<file path="src/rtl/serial_pkg.sv">
// Shared constants for the 16-bit serial transmitter and receiver pair.
package serial_pkg;

  localparam int WORD_W = 16;

  localparam logic IDLE_LEVEL  = 1'b1;
  localparam logic START_LEVEL = 1'b0;

  typedef enum logic [2:0] {
    IDLE   = 3'd0,
    START  = 3'd1,
    DATA   = 3'd2,
    PARITY = 3'd3,
    STOP   = 3'd4
  } state_t;

  function automatic logic even_par(input logic [WORD_W-1:0] w);
    return ^w;
  endfunction

endpackage

</file>
<file path="src/rtl/serial_bit_timer.sv">
// Bit-period counter: pulses o_bit_done on the last cycle of each bit.
module serial_bit_timer #(
  parameter int CLKS_PER_BIT = 16
) (
  input  logic clock,
  input  logic reset_n,
  input  logic i_restart,
  output logic o_bit_done
);

  localparam int CW = $clog2(CLKS_PER_BIT);
  localparam logic [CW-1:0] LAST = CW'(CLKS_PER_BIT - 1);

  if (CLKS_PER_BIT < 2) begin : g_bad_clks
    $error("serial_bit_timer: CLKS_PER_BIT must be >= 2");
  end

  logic [CW-1:0] r_cnt;

  always_ff @(posedge clock or negedge reset_n) begin
    if (!reset_n) begin
      r_cnt <= '0;
    end else if (i_restart) begin
      r_cnt <= '0;
    end else if (r_cnt == LAST) begin
      r_cnt <= '0;
    end else begin
      r_cnt <= r_cnt + 1'b1;
    end
  end

  assign o_bit_done = (r_cnt == LAST);

endmodule

</file>
<file path="src/rtl/serial_tx16.sv">
// 16-bit async-frame serial transmitter, LSB first, idle-high line.
// Define SERIAL_TX_PARITY_EN to insert an even-parity bit after bit 15.
module serial_tx16
  import serial_pkg::*;
#(
  parameter int CLKS_PER_BIT = 16,
  parameter int STOP_BITS    = 1
) (
  input  logic              clock,
  input  logic              reset_n,
  input  logic [WORD_W-1:0] tx_data,
  input  logic              tx_valid,
  output logic              tx_ready,
  output logic              tx_line,
  output logic              busy
);

  if (CLKS_PER_BIT < 2 || (STOP_BITS != 1 && STOP_BITS != 2)) begin : g_bad_param
    $error("serial_tx16: illegal CLKS_PER_BIT or STOP_BITS");
  end

  localparam logic [3:0] LAST_BIT  = 4'd15;
  localparam logic [3:0] LAST_STOP = 4'(STOP_BITS - 1);

  state_t            r_state;
  state_t            w_state_nxt;
  logic [WORD_W-1:0] r_shift;
  logic [WORD_W-1:0] w_shift_nxt;
  logic [3:0]        r_bit;
  logic [3:0]        w_bit_nxt;
  logic              r_line;
  logic              w_line_nxt;
  logic              w_restart;
  logic              w_bit_done;
  logic              w_par;

  // Timer sits at zero while idle so START gets a full bit period.
  assign w_restart = (r_state == IDLE);

  serial_bit_timer #(
    .CLKS_PER_BIT(CLKS_PER_BIT)
  ) u_timer (
    .clock     (clock),
    .reset_n   (reset_n),
    .i_restart (w_restart),
    .o_bit_done(w_bit_done)
  );

`ifdef SERIAL_TX_PARITY_EN
  logic r_par;

  always_ff @(posedge clock or negedge reset_n) begin
    if (!reset_n) begin
      r_par <= 1'b0;
    end else if (r_state == IDLE && tx_valid) begin
      r_par <= even_par(tx_data);
    end
  end

  assign w_par = r_par;
`else
  assign w_par = 1'b0;
`endif

  always_comb begin
    w_state_nxt = r_state;
    w_shift_nxt = r_shift;
    w_bit_nxt   = r_bit;
    unique case (r_state)
      IDLE: begin
        if (tx_valid) begin
          w_state_nxt = START;
          w_shift_nxt = tx_data;
          w_bit_nxt   = '0;
        end
      end
      START: begin
        if (w_bit_done) begin
          w_state_nxt = DATA;
        end
      end
      DATA: begin
        if (w_bit_done) begin
          w_shift_nxt = {1'b0, r_shift[WORD_W-1:1]};
          if (r_bit == LAST_BIT) begin
            w_bit_nxt = '0;
`ifdef SERIAL_TX_PARITY_EN
            w_state_nxt = PARITY;
`else
            w_state_nxt = STOP;
`endif
          end else begin
            w_bit_nxt = r_bit + 4'd1;
          end
        end
      end
`ifdef SERIAL_TX_PARITY_EN
      PARITY: begin
        if (w_bit_done) begin
          w_state_nxt = STOP;
        end
      end
`endif
      STOP: begin
        if (w_bit_done) begin
          if (r_bit == LAST_STOP) begin
            w_state_nxt = IDLE;
            w_bit_nxt   = '0;
          end else begin
            w_bit_nxt = r_bit + 4'd1;
          end
        end
      end
      default: begin
        w_state_nxt = IDLE;
        w_bit_nxt   = '0;
      end
    endcase
  end

  // Line level is decoded from the next state so the pin is a flop.
  always_comb begin
    w_line_nxt = IDLE_LEVEL;
    unique case (1'b1)
      (w_state_nxt == START):  w_line_nxt = START_LEVEL;
      (w_state_nxt == DATA):   w_line_nxt = w_shift_nxt[0];
      (w_state_nxt == PARITY): w_line_nxt = w_par;
      default:                 w_line_nxt = IDLE_LEVEL;
    endcase
  end

  always_ff @(posedge clock or negedge reset_n) begin
    if (!reset_n) begin
      r_state <= IDLE;
      r_shift <= '0;
      r_bit   <= '0;
      r_line  <= IDLE_LEVEL;
    end else begin
      r_state <= w_state_nxt;
      r_shift <= w_shift_nxt;
      r_bit   <= w_bit_nxt;
      r_line  <= w_line_nxt;
    end
  end

  assign tx_ready = (r_state == IDLE);
  assign busy     = ~tx_ready;
  assign tx_line  = r_line;

endmodule

</file>
<file path="config.mk">
export PLATFORM = sky130hd
export DESIGN_NAME = serial_tx16
export DESIGN_NICKNAME = d
export VERILOG_FILES = /design/src/rtl/serial_pkg.sv /design/src/rtl/serial_bit_timer.sv /design/src/rtl/serial_tx16.sv
export SDC_FILE = /design/constraint.sdc
export NUM_CORES = 1
export LEC_CHECK = 0
export CORE_ASPECT_RATIO = 0.75
export CORE_MARGIN = 4
export CORE_UTILIZATION = 50
export DETAILED_ROUTE_END_ITERATION = 10
export GPL_TIMING_DRIVEN = 0
export PLACE_DENSITY = 0.82
export SLEW_MARGIN = 15
export SYNTH_ARGS = -nofsm -noshare
export SYNTH_HDL_FRONTEND = slang
export SYNTH_SLANG_ARGS = --single-unit
</file>
<file path="constraint.sdc">
create_clock -name clock -period 3.63 [get_ports clock]
set_clock_uncertainty 0.1 [all_clocks]
set_input_delay 0.726 -clock clock [delete_from_list [all_inputs] [get_ports clock]]
set_output_delay 0.726 -clock clock [all_outputs]
set_load 0.03 [all_outputs]
</file>
# Yosys cells after proc, flatten, opt, wreduce, memory -nomap -nowiden
# Cells that the tools add are included.
# totals
elab_cells	46
inputBits	19
ff_bits	28
output_inout_bits	3
# op_classes
n_reduce_logical	6
add_sub_neg	2
n_bitwise	2
eq_ne	11
mux	19
# op_table
cell	n
2-to-1 mux 16 bit	2
one-hot mux 16 bit (2 select lines)	1
2-to-1 mux 4 bit	7
2-to-1 mux 3 bit	6
one-hot mux 4 bit (4 select lines)	1
one-hot mux 3 bit (4 select lines)	1
== test 3 x 2 -> 1 bit, second input constant	3
adder 4 x 1 -> 4 bit, second input constant	2
== test 4 bit, second input constant	2
== test 3 x 1 -> 1 bit, second input constant	2
logical NOT 4 bit	1
!= test 2 x 1 -> 1 bit, second input constant	2
AND reduction 4 bit	1
== test 3 bit, second input constant	1
logical NOT 3 bit	1
AND reduction 3 bit	1
!= test 2 bit, second input constant	1
NOT 1 bit	2
one-hot mux 1 bit (2 select lines)	1
nonzero test 2 bit	1
OR reduction 2 bit	1

# Logic depth before layout (Yosys ltp)
# depth
depth_word	7
ltp_mapped	7
mapped_depth_nobuf	6

# Hierarchy
# A second synthesis with hierarchy kept.
# unflattened
cells_unflattened	144
area_unflattened_um2	1451.4
# modules_own_cells
module	area_each_um2	instances	cells_per_inst	seq_area_each_um2
serial_tx16	1272.5	1	129	601.8
serial_bit_timer	178.9	1	15	100.1

# Worst setup path after synthesis
# OpenSTA, ideal clock, no wires.
# synth_path
path_type	register -> output
from	register r_state[1]
to	output port busy
t_arrival_ps	1657
slack_ps	1147
stages_incl_launch_ff	4
n_path_buf	0
t_required_ps	2804
path_cell_list	dfrtp_1 > or2_2 > nor2_1 > inv_1
# synth_via
elab_chain_cells	2
# synth_lines
item	line	rtl
from (decl)	serial_tx16.sv:25	state_t r_state;
from (signal assigned)	serial_tx16.sv:139	r_state <= w_state_nxt;
logical NOT 3 bit	serial_tx16.sv:146	assign tx_ready = (r_state == IDLE);
via tx_ready	serial_tx16.sv:13	output logic tx_ready,
NOT 1 bit	serial_tx16.sv:147	assign busy = ~tx_ready;
to (decl)	serial_tx16.sv:15	output logic busy
# The timed path passes the listed nets, and every way through them passes these cells.

# Final worst setup path
# layout_path
from	register r_state[1]
to	output port tx_ready
# layout_via
elab_chain_cells	1
# layout_lines
item	line
logical NOT 3 bit	serial_tx16.sv:146
to (decl)	serial_tx16.sv:13
# No other way between the ends.

==> out/results.ini <==
[worst_setup_path]
slowest_stage = clkdlybuf4s50_1
required_ps = 2800
crit_chain = or2_2, nor2_1, clkdlybuf4s50_1
path_class = register to primary output
worstPathArrival_ps = 2130
startpoint_type = register
critPathMaxFanout = 7
cp-end-kind = primary output
critPathMaxStageDelay_ps = 740

[synth]
syn_avg_cell_area_um2 = 10.1
yosysTopAreaCell = dfrtp_1
synth_area_leaders = dfrtp_1 (49%), nand2_1 (9.2%), a22oi_1 (8.7%)
netlist_instances = 137
synth_top_area_frac = 0.487
syn-num-nets = 159
synth_cell_types = 34
ys_ff_latch = 28
ys_seq_area_frac = 0.506
synth_warnings = 0
syn_area_um2 = 1390

[final_layout]
fin_nets = 185
final_common_cell = nand2_1
mostFrequentLayoutCells = nand2_1 (34), dfrtp_1 (27), clkdlybuf4s50_1 (20)
n_antenna_cell = 0
drive_gt1_frac = 0.111
syn_to_final_growth_pct = 22.0

[route]
drt_wl_total_mm = 2.87
routedWlPerCell_um = 14.5
vias = 1065
route.detailed.drc = 0
drt_iter0_drc = 44
viasPerCell = 5.38
ant_nets = 0
dr.pass1.iters = 4

[power_and_ir_drop]
p_leak_nw = 0.749
peakVddDrop_mv = 0.425
power.total_mw = 1.08
pwr_density_cell_nw_per_um2 = 638

[timing]
fin_tns_setup_ps = 0
period_share = 0.815
report.final.slew_viol_count = 0
tightest_slew_ps = 614
hold_violations = 0
rsz0062_at_grt = false
fmax_ghz = 0.338
setup_viol = 0
max_slew_margin = 0.590
period_minus_slack_ps = 2960

[clock_tree]
cts_buffer_depth = 2
cts_resized = 0
cts_tree = yes
cts_hold_buf = 0
path_clk_slew_ps = 100
htree_levels = 1
cts_buffers = 3
root_buffer = clkbuf_8
clk_latency_ps = 280
cts_sinks = 28
post_cts_buffers = 0

[grt]
grt_pass1_wl_mm = 4.58
antenna_found_initial = 0
grt_usage = 0.171
grt_pass1_vias = 1003
overflow = 0
grt_max_degree = 29

[placed_design]
portBuffers = 21
dpl.hpwl_mm = 2.16
gp_congestion = 0.762

[floorplanning]
dieArea_um2 = 3690
initial_core_util = 0.529
die_w_um = 68.8
io_pins = 22
core_area_um2 = 2620
std_cell_rows = 16
dieHeight_um = 53.6

[run_status]
outcome = finished clean

[flow_run]
max-cap-violations = 0

[hold_path]
min_path_type = primary input to async pin

[per-layer routing]
layer,part of all wire,vias to the layer above,GRT usage
met2,0.49,22,0.273
met5,0,-,0
met1,0.46,508,0.228
met3,0.040,5,0.0480
li1,-,530,-
met4,0.010,0,0.0485
[report_power, final]
| group | total (mW) | switching, mW | leakage, nW | internal (mW) |
|---|---|---|---|---|
| registers | 0.507 | 0.0740 | 0.353 | 0.433 |
| clock network | 0.192 | 0.0945 | 0.0288 | 0.0972 |
| logic | 0.382 | 0.214 | 0.367 | 0.167 |
| total | 1.08 | 0.383 | 0.749 | 0.698 |
[critical path, delay by kind of cell, from the launching register on]
family	cells	cell delay [ps]
buf+inv	1	740
simple gates	2	650
flops	1	470
[logic make-up after synthesis]
| group | count (synthesis) | synth area share |
|---|---|---|
| and+or+nand+nor | 57 | 0.206 |
| AOI/OAI and AO/OA | 35 | 0.198 |
| DFF | 28 | 0.506 |
| buffers and inverters | 12 | 0.0496 |
| adders and majority gates | 3 | 0.0271 |
| xor gates and xnor gates | 2 | 0.0126 |
[flip-flops by register name, indices dropped and copies added (netlist names)]
signal / count
u_timer.r_cnt: 4
r_bit: 4
r_state: 3
r_shift: 16
tx_line: 1
[cell type report]
type                       instances  area (µm²)
sequential                        28         702
inverter                           7        26.3
clock buffer                       4        55.1
tap                               36        45.0
timing repair buffer              21         205
buffer                             5        42.5
multi-input combinational         97         617
fill                             209         930
[worst paths after layout]
path | startpoint | to | slack, ps | cells after the start
min in group clock | r_shift[9]$_DFFE_PN0P_ | r_shift[8]$_DFFE_PN0P_ | 390 | 2
min | reset_n | r_shift[4]$_DFFE_PN0P_ | 340 | 1
max reg2reg | u_timer.r_cnt[0]$_DFF_PN0_ | r_bit[3]$_DFFE_PN0P_ | 1730 | 5
max | r_state[1]$_DFF_PN0_ | tx_ready | 670 | 3
min reg2reg | r_shift[9]$_DFFE_PN0P_ | r_shift[8]$_DFFE_PN0P_ | 390 | 2
max in group asynchronous | reset_n | u_timer.r_cnt[3]$_DFF_PN0_ | 2670 | 1
[cell usage after synthesis, drive strengths merged]
cell / number
nor4b: 1
nand2b: 2
nor3: 1
o32ai: 2
o31ai: 2
nand3: 3
buf: 5
a22oi: 16
a21oi: 5
and3: 2
inv: 7
ha: 3
nor2: 5
nand2: 34
xnor2: 2
a31oi: 2
nand3b: 1
o21ba: 1
dfstp: 1
or2: 1
and2: 2
o22ai: 2
nor2b: 2
o21ai: 5
dfrtp: 27
or3b: 1
nor3b: 1
nand4b: 1
[per-stage QoR]
stage	std cells	setup slack [ps]	hold slack [ps]	utilization	area [µm²]
6_report	198	672	343	0.646	1690
5_1_grt	198	549	391	0.646	1690
4_1_cts	198	648	369	0.646	1690
3_5_place_dp	194	960	366	0.625	1640
3_3_place_gp	194	992	356	0.626	1640
2_1_floorplan	137	1150	330	-	1390
Power figures use the tool's default switching activity.
